$ cat src/rtl/input_acc_sched_pkg.sv
`default_nettype none
// ------------------------------------------------------------------
// input_acc_sched_pkg: FSM state type and counter-width helper.
// Rev 1.0
// ------------------------------------------------------------------
package input_acc_sched_pkg;

  typedef enum logic [1:0] {
    ST_IDLE   = 2'd0,
    ST_STREAM = 2'd1,
    ST_DONE   = 2'd2
  } sched_state_e;

  // One extra bit so the counter can hold the value FIFO_DEPTH itself.
  function automatic int occ_w(input int depth);
    return $clog2(depth) + 1;
  endfunction

endpackage
`default_nettype wire

$ cat src/rtl/input_acc_sched_occ_tracker.sv
`default_nettype none
// ------------------------------------------------------------------
// input_acc_occ_tracker: shadow occupancy count and sticky overflow
// flag for one row FIFO. Rev 1.0
// ------------------------------------------------------------------
module input_acc_occ_tracker
  import input_acc_sched_pkg::*;
#(
  parameter int FIFO_DEPTH = 4,
  localparam int CNT_W = occ_w(FIFO_DEPTH)
) (
  input  logic             clk,
  input  logic             rst,
  input  logic             wr_in,
  input  logic             rd_in,
  output logic [CNT_W-1:0] count,
  output logic             overflow
);

  localparam logic [CNT_W-1:0] C_FULL = CNT_W'(FIFO_DEPTH);

  logic [CNT_W-1:0] count_q, count_d;
  logic             ovf_q, ovf_d;

  always_comb begin
    count_d = count_q;
    ovf_d   = ovf_q;
    if (wr_in && (count_q == C_FULL)) ovf_d = 1'b1;
    if (wr_in && rd_in) begin
      count_d = count_q;
    end else if (wr_in && (count_q != C_FULL)) begin
      count_d = count_q + CNT_W'(1);
    end else if (rd_in) begin
      count_d = count_q - CNT_W'(1);
    end
  end

  always_ff @(posedge clk or negedge rst) begin
    if (!rst) begin
      count_q <= '0;
      ovf_q   <= 1'b0;
    end else begin
      count_q <= count_d;
      ovf_q   <= ovf_d;
    end
  end

  assign count    = count_q;
  assign overflow = ovf_q;

endmodule
`default_nettype wire

$ cat src/rtl/input_acc_sched.sv
`default_nettype none
// ------------------------------------------------------------------
// input_acc_sched: diagonal-skew dequeue sequencer for the row input
// FIFOs. Optional INPUT_ACC_SCHED_PERF_EN adds stall_cycles. Rev 1.0
// ------------------------------------------------------------------
module input_acc_sched
  import input_acc_sched_pkg::*;
#(
  parameter int NUM_ROWS   = 2,
  parameter int FIFO_DEPTH = 4,
  parameter int LEN_W      = 8
) (
  input  logic                clk,
  input  logic                rst,
  input  logic                start,
  input  logic [LEN_W-1:0]    vec_len,
  input  logic                hold_in,
  input  logic [NUM_ROWS-1:0] fifo_wr_in,
  output logic [NUM_ROWS-1:0] row_valid_out,
  output logic                busy,
  output logic                done,
  output logic                err_overflow
`ifdef INPUT_ACC_SCHED_PERF_EN
  ,
  output logic [31:0]         stall_cycles
`endif
);

  localparam int CNT_W = occ_w(FIFO_DEPTH);
  localparam int T_W   = LEN_W + $clog2(NUM_ROWS) + 1;

  sched_state_e        state_q, state_d;
  logic [T_W-1:0]      t_q, t_d;
  logic [LEN_W-1:0]    len_q, len_d;
  logic [NUM_ROWS-1:0] row_valid_q, row_valid_d;
  logic                busy_q, busy_d;
  logic                done_q, done_d;

  logic [NUM_ROWS-1:0] active, ready, ovf;
  logic [CNT_W-1:0]    occ [NUM_ROWS];
  logic                issue;
  logic [T_W-1:0]      last_t;

  generate
    for (genvar r = 0; r < NUM_ROWS; r++) begin : g_row
      assign active[r] = (t_q >= T_W'(r)) && (t_q < T_W'(r) + T_W'(len_q));
      // Inactive rows never block a step.
      assign ready[r]  = !active[r] || (occ[r] != '0);

      input_acc_occ_tracker #(
        .FIFO_DEPTH (FIFO_DEPTH)
      ) u_occ (
        .clk      (clk),
        .rst      (rst),
        .wr_in    (fifo_wr_in[r]),
        .rd_in    (issue && active[r]),
        .count    (occ[r]),
        .overflow (ovf[r])
      );
    end
  endgenerate

  assign issue  = (state_q == ST_STREAM) && !hold_in && (&ready);
  assign last_t = T_W'(len_q) + T_W'(NUM_ROWS) - T_W'(2);

  always_comb begin
    state_d     = state_q;
    t_d         = t_q;
    len_d       = len_q;
    row_valid_d = '0;
    busy_d      = busy_q;
    done_d      = 1'b0;
    case (state_q)
      ST_IDLE: begin
        if (start) begin
          len_d  = vec_len;
          t_d    = '0;
          busy_d = 1'b1;
          if (vec_len == '0) begin
            state_d = ST_DONE;
            done_d  = 1'b1;
          end else begin
            state_d = ST_STREAM;
          end
        end
      end
      ST_STREAM: begin
        if (issue) begin
          row_valid_d = active;
          if (t_q == last_t) begin
            state_d = ST_DONE;
            done_d  = 1'b1;
          end else begin
            t_d = t_q + T_W'(1);
          end
        end
      end
      ST_DONE: begin
        state_d = ST_IDLE;
        busy_d  = 1'b0;
      end
      default: begin
        state_d = ST_IDLE;
        busy_d  = 1'b0;
      end
    endcase
  end

  always_ff @(posedge clk or negedge rst) begin
    if (!rst) begin
      state_q     <= ST_IDLE;
      t_q         <= '0;
      len_q       <= '0;
      row_valid_q <= '0;
      busy_q      <= 1'b0;
      done_q      <= 1'b0;
    end else begin
      state_q     <= state_d;
      t_q         <= t_d;
      len_q       <= len_d;
      row_valid_q <= row_valid_d;
      busy_q      <= busy_d;
      done_q      <= done_d;
    end
  end

  assign row_valid_out = row_valid_q;
  assign busy          = busy_q;
  assign done          = done_q;
  assign err_overflow  = |ovf;

`ifdef INPUT_ACC_SCHED_PERF_EN
  logic [31:0] stall_q, stall_d;

  always_comb begin
    stall_d = stall_q;
    if ((state_q == ST_IDLE) && start) begin
      stall_d = '0;
    end else if ((state_q == ST_STREAM) && !issue && (stall_q != '1)) begin
      stall_d = stall_q + 32'd1;
    end
  end

  always_ff @(posedge clk or negedge rst) begin
    if (!rst) stall_q <= '0;
    else      stall_q <= stall_d;
  end

  assign stall_cycles = stall_q;
`endif

endmodule
`default_nettype wire

$ cat config.mk
export PLATFORM = sky130hd
export DESIGN_NAME = input_acc_sched
export DESIGN_NICKNAME = d
export VERILOG_FILES = /design/src/rtl/input_acc_sched_pkg.sv /design/src/rtl/input_acc_sched_occ_tracker.sv /design/src/rtl/input_acc_sched.sv
export SDC_FILE = /design/constraint.sdc
export NUM_CORES = 1
export LEC_CHECK = 0
export ABC_AREA = 0
export BUFFER_PORTS_ARGS = -buffer_cell sky130_fd_sc_hd__buf_2
export CAP_MARGIN = 20
export CORE_MARGIN = 4
export CORE_UTILIZATION = 35
export CTS_BUF_LIST = sky130_fd_sc_hd__clkbuf_4
export DETAILED_ROUTE_END_ITERATION = 10
export SETUP_SLACK_MARGIN = 0.5
export SYNTH_ARGS = -nofsm -noshare
export SYNTH_HDL_FRONTEND = slang
export SYNTH_SLANG_ARGS = --single-unit
$ cat constraint.sdc
create_clock -name clk -period 3.9 [get_ports clk]
set_clock_uncertainty 0.1 [all_clocks]
set_input_delay 0.195 -clock clk [delete_from_list [all_inputs] [get_ports clk]]
set_output_delay 0.195 -clock clk [all_outputs]
set_load 0.01 [all_outputs]
# After elaboration in Yosys (flattened, before gate mapping)
# Cells that the tools add are included.
# word_totals
regBits	32
input_bits	14
output_inout_bits	5
wordCells	89
# op_classes
addsub	8
magnitude_cmp	4
eq_ne	10
mux	22
bitwise_logic	3
n_reduce_logical	32
# op_table
op	count
10-bit two-way mux	3
10-bit by 1-bit >= comparator with 1-bit output, second input constant	2
10-bit one-hot mux with 2 select lines	1
1-bit logical AND	12
2-bit two-way mux	6
3-bit two-way mux	4
10-bit by 1-bit adder with 10-bit output, second input constant	1
10-bit == test	1
10-bit by 8-bit < comparator with 1-bit output	1
10-bit by 9-bit < comparator with 1-bit output	1
2-bit AND reduction	5
9-bit by 2-bit subtractor with 10-bit output, second input constant	1
1-bit by 8-bit adder with 9-bit output, first input constant	1
8-bit by 2-bit adder with 9-bit output, second input constant	1
8-bit logical NOT	1
3-bit by 1-bit adder with 3-bit output, second input constant	2
3-bit == test, second input constant	2
2-bit != test, second input constant	3
3-bit != test, second input constant	2
2-bit nonzero test	3
3-bit nonzero test	2
3-bit by 1-bit subtractor with 3-bit output, second input constant	2
1-bit two-way mux	5
1-bit one-hot mux with 2 select lines	2
10 further kinds	15

# Longest topological paths before layout
# depth
ltp_word	11
depth_mapped	13

# Hierarchy
# A second synthesis with hierarchy kept.
# hier_totals
cells_unflattened	244
area_unflattened_um2	2288.4
# modules_own_cells
module	n_inst	cells_per_inst	area_each_um2	seq_area_each_um2
input_acc_sched	1	196	1803.0	600.6
input_acc_occ_tracker	2	24	242.7	100.1

# Worst setup path before layout
# Ideal clock, no wire load.
# synth_timing
path_kind	register -> register
from	register len_q[2]
to	register g_row[1].u_occ.count_q[1]
setup_ps	125
arrival_time_ps	2950
required_ps	3675
setup_slack_ps	725
stages_incl_launch_ff	13
cell_sequence	dfrtp_1 -> inv_1 -> nor4_1 -> nand4_1 -> xnor2_1 -> ha_1 -> a21o_1 -> a211o_1 -> a31oi_1 -> o21ai_2 -> nor3b_4 -> mux2_4 -> mux2_4
# synth_via
elab_chain_len	11
word_cells_on_any_way	16
classes_between	add/sub: 1; order compare: 2; bitwise: 1; reduce/logical: 12
# synth_rtl
element	line_no	source
start, declared	input_acc_sched.sv:34	logic [LEN_W-1:0] len_q, len_d;
start signal, assigned	input_acc_sched.sv:120	len_q <= len_d;
1-bit by 8-bit adder with 9-bit output	input_acc_sched.sv:46	assign active[r] = (t_q >= T_W'(r)) && (t_q < T_W'(r) + T_W'(len_q));
10-bit by 9-bit < comparator with 1-bit output	input_acc_sched.sv:46	
1-bit logical AND	input_acc_sched.sv:46	
1-bit logical NOT	input_acc_sched.sv:48	assign ready[r] = !active[r] || (occ[r] != '0);
1-bit logical OR	input_acc_sched.sv:48	
2-bit AND reduction	input_acc_sched.sv:63	assign issue = (state_q == ST_STREAM) && !hold_in && (&ready);
1-bit logical AND	input_acc_sched.sv:63	
1-bit logical AND (*)	input_acc_sched.sv:56	.rd_in (issue && active[r]),
1-bit logical AND	input_acc_sched_occ_tracker.sv:29	if (wr_in && rd_in) begin
1-bit inverter (no line)	n/a	
2-bit AND reduction (no line) (*)	n/a	
end signal, assigned	input_acc_sched_occ_tracker.sv:43	count_q <= count_d;
end, declared	input_acc_sched_occ_tracker.sv:22	logic [CNT_W-1:0] count_q, count_d;
# Every way passes the cells marked *; elsewhere a longest branch is shown, timed or not.
# A chain may end at the register's enable or synchronous reset.

# Final worst setup path
# layout_timing
from	register len_q[0]
to	register g_row[1].u_occ.count_q[1]
# The elaborated chain is that of the path after synthesis.

==> flow_summary.toml <==
[outcome]
status = "complete, no violations"

[floorplanning]
die-area_um2 = 7550
num_rows = 28
die_h_um = 86.9
die_x_um = 86.9
boundaryPins = 19
initial_core_util_pct = 36.4
coreArea_um2 = 5990

[placement]
preCtsSetupSlack_ps = 470
place_congestion = 0.818
place_area_um2 = 2350
port_buffers = 18
dp_hpwl_mm = 3.34

[flow_run]
maxCapViolCount = 0

[yosys]
synth.avg_cell_area_um2 = 9.86
ys_seq_area_share_pct = 36.8
synthTopCellsByArea = "dfrtp_1 37%, ha_1 12%, nand2_1 5.3%"
synth_ff_type = "dfrtp_1"
yosysUniqueCellTypes = 55
async_flop_share_pct = 100
yosysTopAreaCellShare_pct = 36.8
ys_seq_elements = 32
yosysTopAreaCell = "dfrtp_1"
synthesis.area_um2 = 2180
ys_warn_count = 0
netlist_instances = 221
synth_edf_count = 0
syn_nets = 258

[final_layout]
final_cell_area_um2 = 2550
final_common_cell = "dfrtp_1"
nNetsFinal = 294
fillers = 566
drive_above_1_share_pct = 19.8
area_growth_pct = 16.9
mostFrequentLayoutCells = "32 x dfrtp_1, 31 x nand2_1, 21 x ha_1"
antenna_cells = 0

[clocking]
clock_sinks = 32
path_clk_slew_ps = 100
cts_root_buffer = "clkbuf_4"
cts_made_buffers = 5
cts_tree = "done"
clock_latency_ps = 330
cts_max_path_buffers = 2
htree_num_levels = 2

[worst_setup_path]
worstSetupStartpointType = "register"
r2r_end = "g_row[1].u_occ.count[1]"
cp.required_ps = 4030
cpMaxStageDelayCell = "dfrtp_1"
cp_cell_sequence = "inv_2 > nor4_4 > nand4_1 > xnor2_1 > ha_1 > a21o_1 > a211o_1 > a31oi_1 > o21ai_2 > nor3b_4 > mux2_4 > mux2_4"
regToRegSetupSlack_ps = 650
cp.arrival_ps = 3380
path_max_fanout = 4
crit_path_start = "len_q[0]"
crit_path_max_incr_delay_ps = 420
path_class = "reg2reg"
critPathBufInv = 1
worst_setup_path_end_kind = "register"
path_delay_family = "simple AND/OR/NAND/NOR gates"
worst-r2r-cell-count = 12
crit_path_frequent_cell = "mux2_4"
reg2reg_from = "len_q[0]"

[sta]
worst_pin_slew_ps = 730
fin_ws_ps = 654
post-route-min-period_ps = 3250
setup_viol = 0
finalHoldViolations = 0
setup_tns_ps = 0
timing.slew.headroom_pct = 51.4
period_share_pct = 83.2
hold_ws_ps = 74.3
fmax_mhz = 308
maxSlewViolCount = 0
rsz0062_at_grt = "false"

[grt]
grt_pass1_wl_mm = 7.94
antenna_found_initial = 0
grt_max_degree = 33
grt_pass1_vias = 1703
grt_usage_pct = 13.3
grt_overflow = 0

[routing]
drtIter0Drc = 117
wl_per_cell_um = 13.7
totalWireLength_mm = 4.58
first_pass_iters = 4
viasPerCell = 5.14
route.detailed.drc = 0
vias = 1712
antenna_left = 0

[power_and_ir_drop]
p_per_area_nw_per_um2 = 484
peakVddDrop_mv = 0.170
p_leak_uw = 0.00120
total_power_uw = 1230

[min_path]
whs_path_depth = 2
whs_endpoint = "g_row[0].u_occ.overflow"
hold_path.class = "in2reg"
holdCritStartpoint = "fifo_wr_in[0]"
[power by group]
group,leakage [uW],switching [uW],internal (uW),total [uW]
registers,0.000358,108,407,515
logic,0.000811,254,282,536
clock network,0.0000324,115,66.0,181
[cells in the mapped netlist (all sizes together), types with 2 or more instances]
cell type	number
nand2	31
inv	17
nor2b	2
nand4b	2
nand2b	2
o22ai	2
and2	2
or3	2
ha	21
o21ai	12
xnor2	7
a21oi	6
a211o	2
nor4	7
o21a	2
nand3	7
nor3	5
a31o	2
fa	2
mux2i	9
a21o	2
clkbuf	2
mux2	5
or4	2
o21bai	2
nor2	9
a211oi	2
dfrtp	32
nand4	4
o211ai	2
or2	2
[flip-flops by register name, indices dropped and copies added (netlist names)]
register and count:
busy 1, done 1, g_row.u_occ.count 6, g_row.u_occ.overflow 2, len_q 8, row_valid_out 2
state_q 2, t_q 10
[stage by stage]
stage	util, %	instances
finish	42.5	333
global route	42.5	333
CTS	41.6	328
detailed placement	39.2	311
global placement	39.2	311
floorplan	-	221
[layout make-up]
class	instances	area, um2	area share (%)
multi-input combinational	169	1320	51.8
sequential	32	801	31.4
timing repair buffer	32	218	8.55
tap	75	93.8	3.69
inverter	17	63.8	2.51
clock buffer	5	37.5	1.47
clock inverter	3	13.8	0.541
[worst max path at each step]
stage                                   end  slack, ps  cells after the start
floorplan           g_row[1].u_occ.count[1]        730                     12
global placement    g_row[1].u_occ.count[1]        530                     12
detailed placement  g_row[1].u_occ.count[1]        470                     12
CTS                 g_row[1].u_occ.count[1]        540                     12
global route        g_row[1].u_occ.count[1]        500                     12
finish              g_row[1].u_occ.count[1]        650                     12
[layer usage]
layer / GRT usage (%) / routed length [um] / vias to the layer above
met5: 0 / 0 / -
met4: 5.52 / 77 / 0
met3: 2.46 / 180 / 6
met2: 20.4 / 2120 / 26
met1: 18.4 / 2200 / 806
li1: - / - / 874
[logic make-up (layout without fill, tap and decap cells)]
| logic type | Yosys count | after routing | share of synthesized area (%) |
|---|---|---|---|
| AO/OA/AOI/OAI | 42 | 42 | 15.3 |
| XOR/XNOR | 8 | 8 | 3.22 |
| adder cells (fa/ha/maj) | 23 | 23 | 13.9 |
| buffers and inverters | 20 | 57 | 3.62 |
| flip-flops | 32 | 32 | 36.8 |
| multiplexers | 14 | 14 | 7.41 |
| AND/OR/NAND/NOR | 82 | 82 | 19.8 |
[what timing repair did]
action	CTS	global route
setup endpoints to repair	1	2
hold buffers	9	0
pin swaps	0	7
resized for setup	1	4
buffers inserted	0	5
hold endpoints to repair	40	0
No activity file was read; power rests on OpenSTA's default activity.
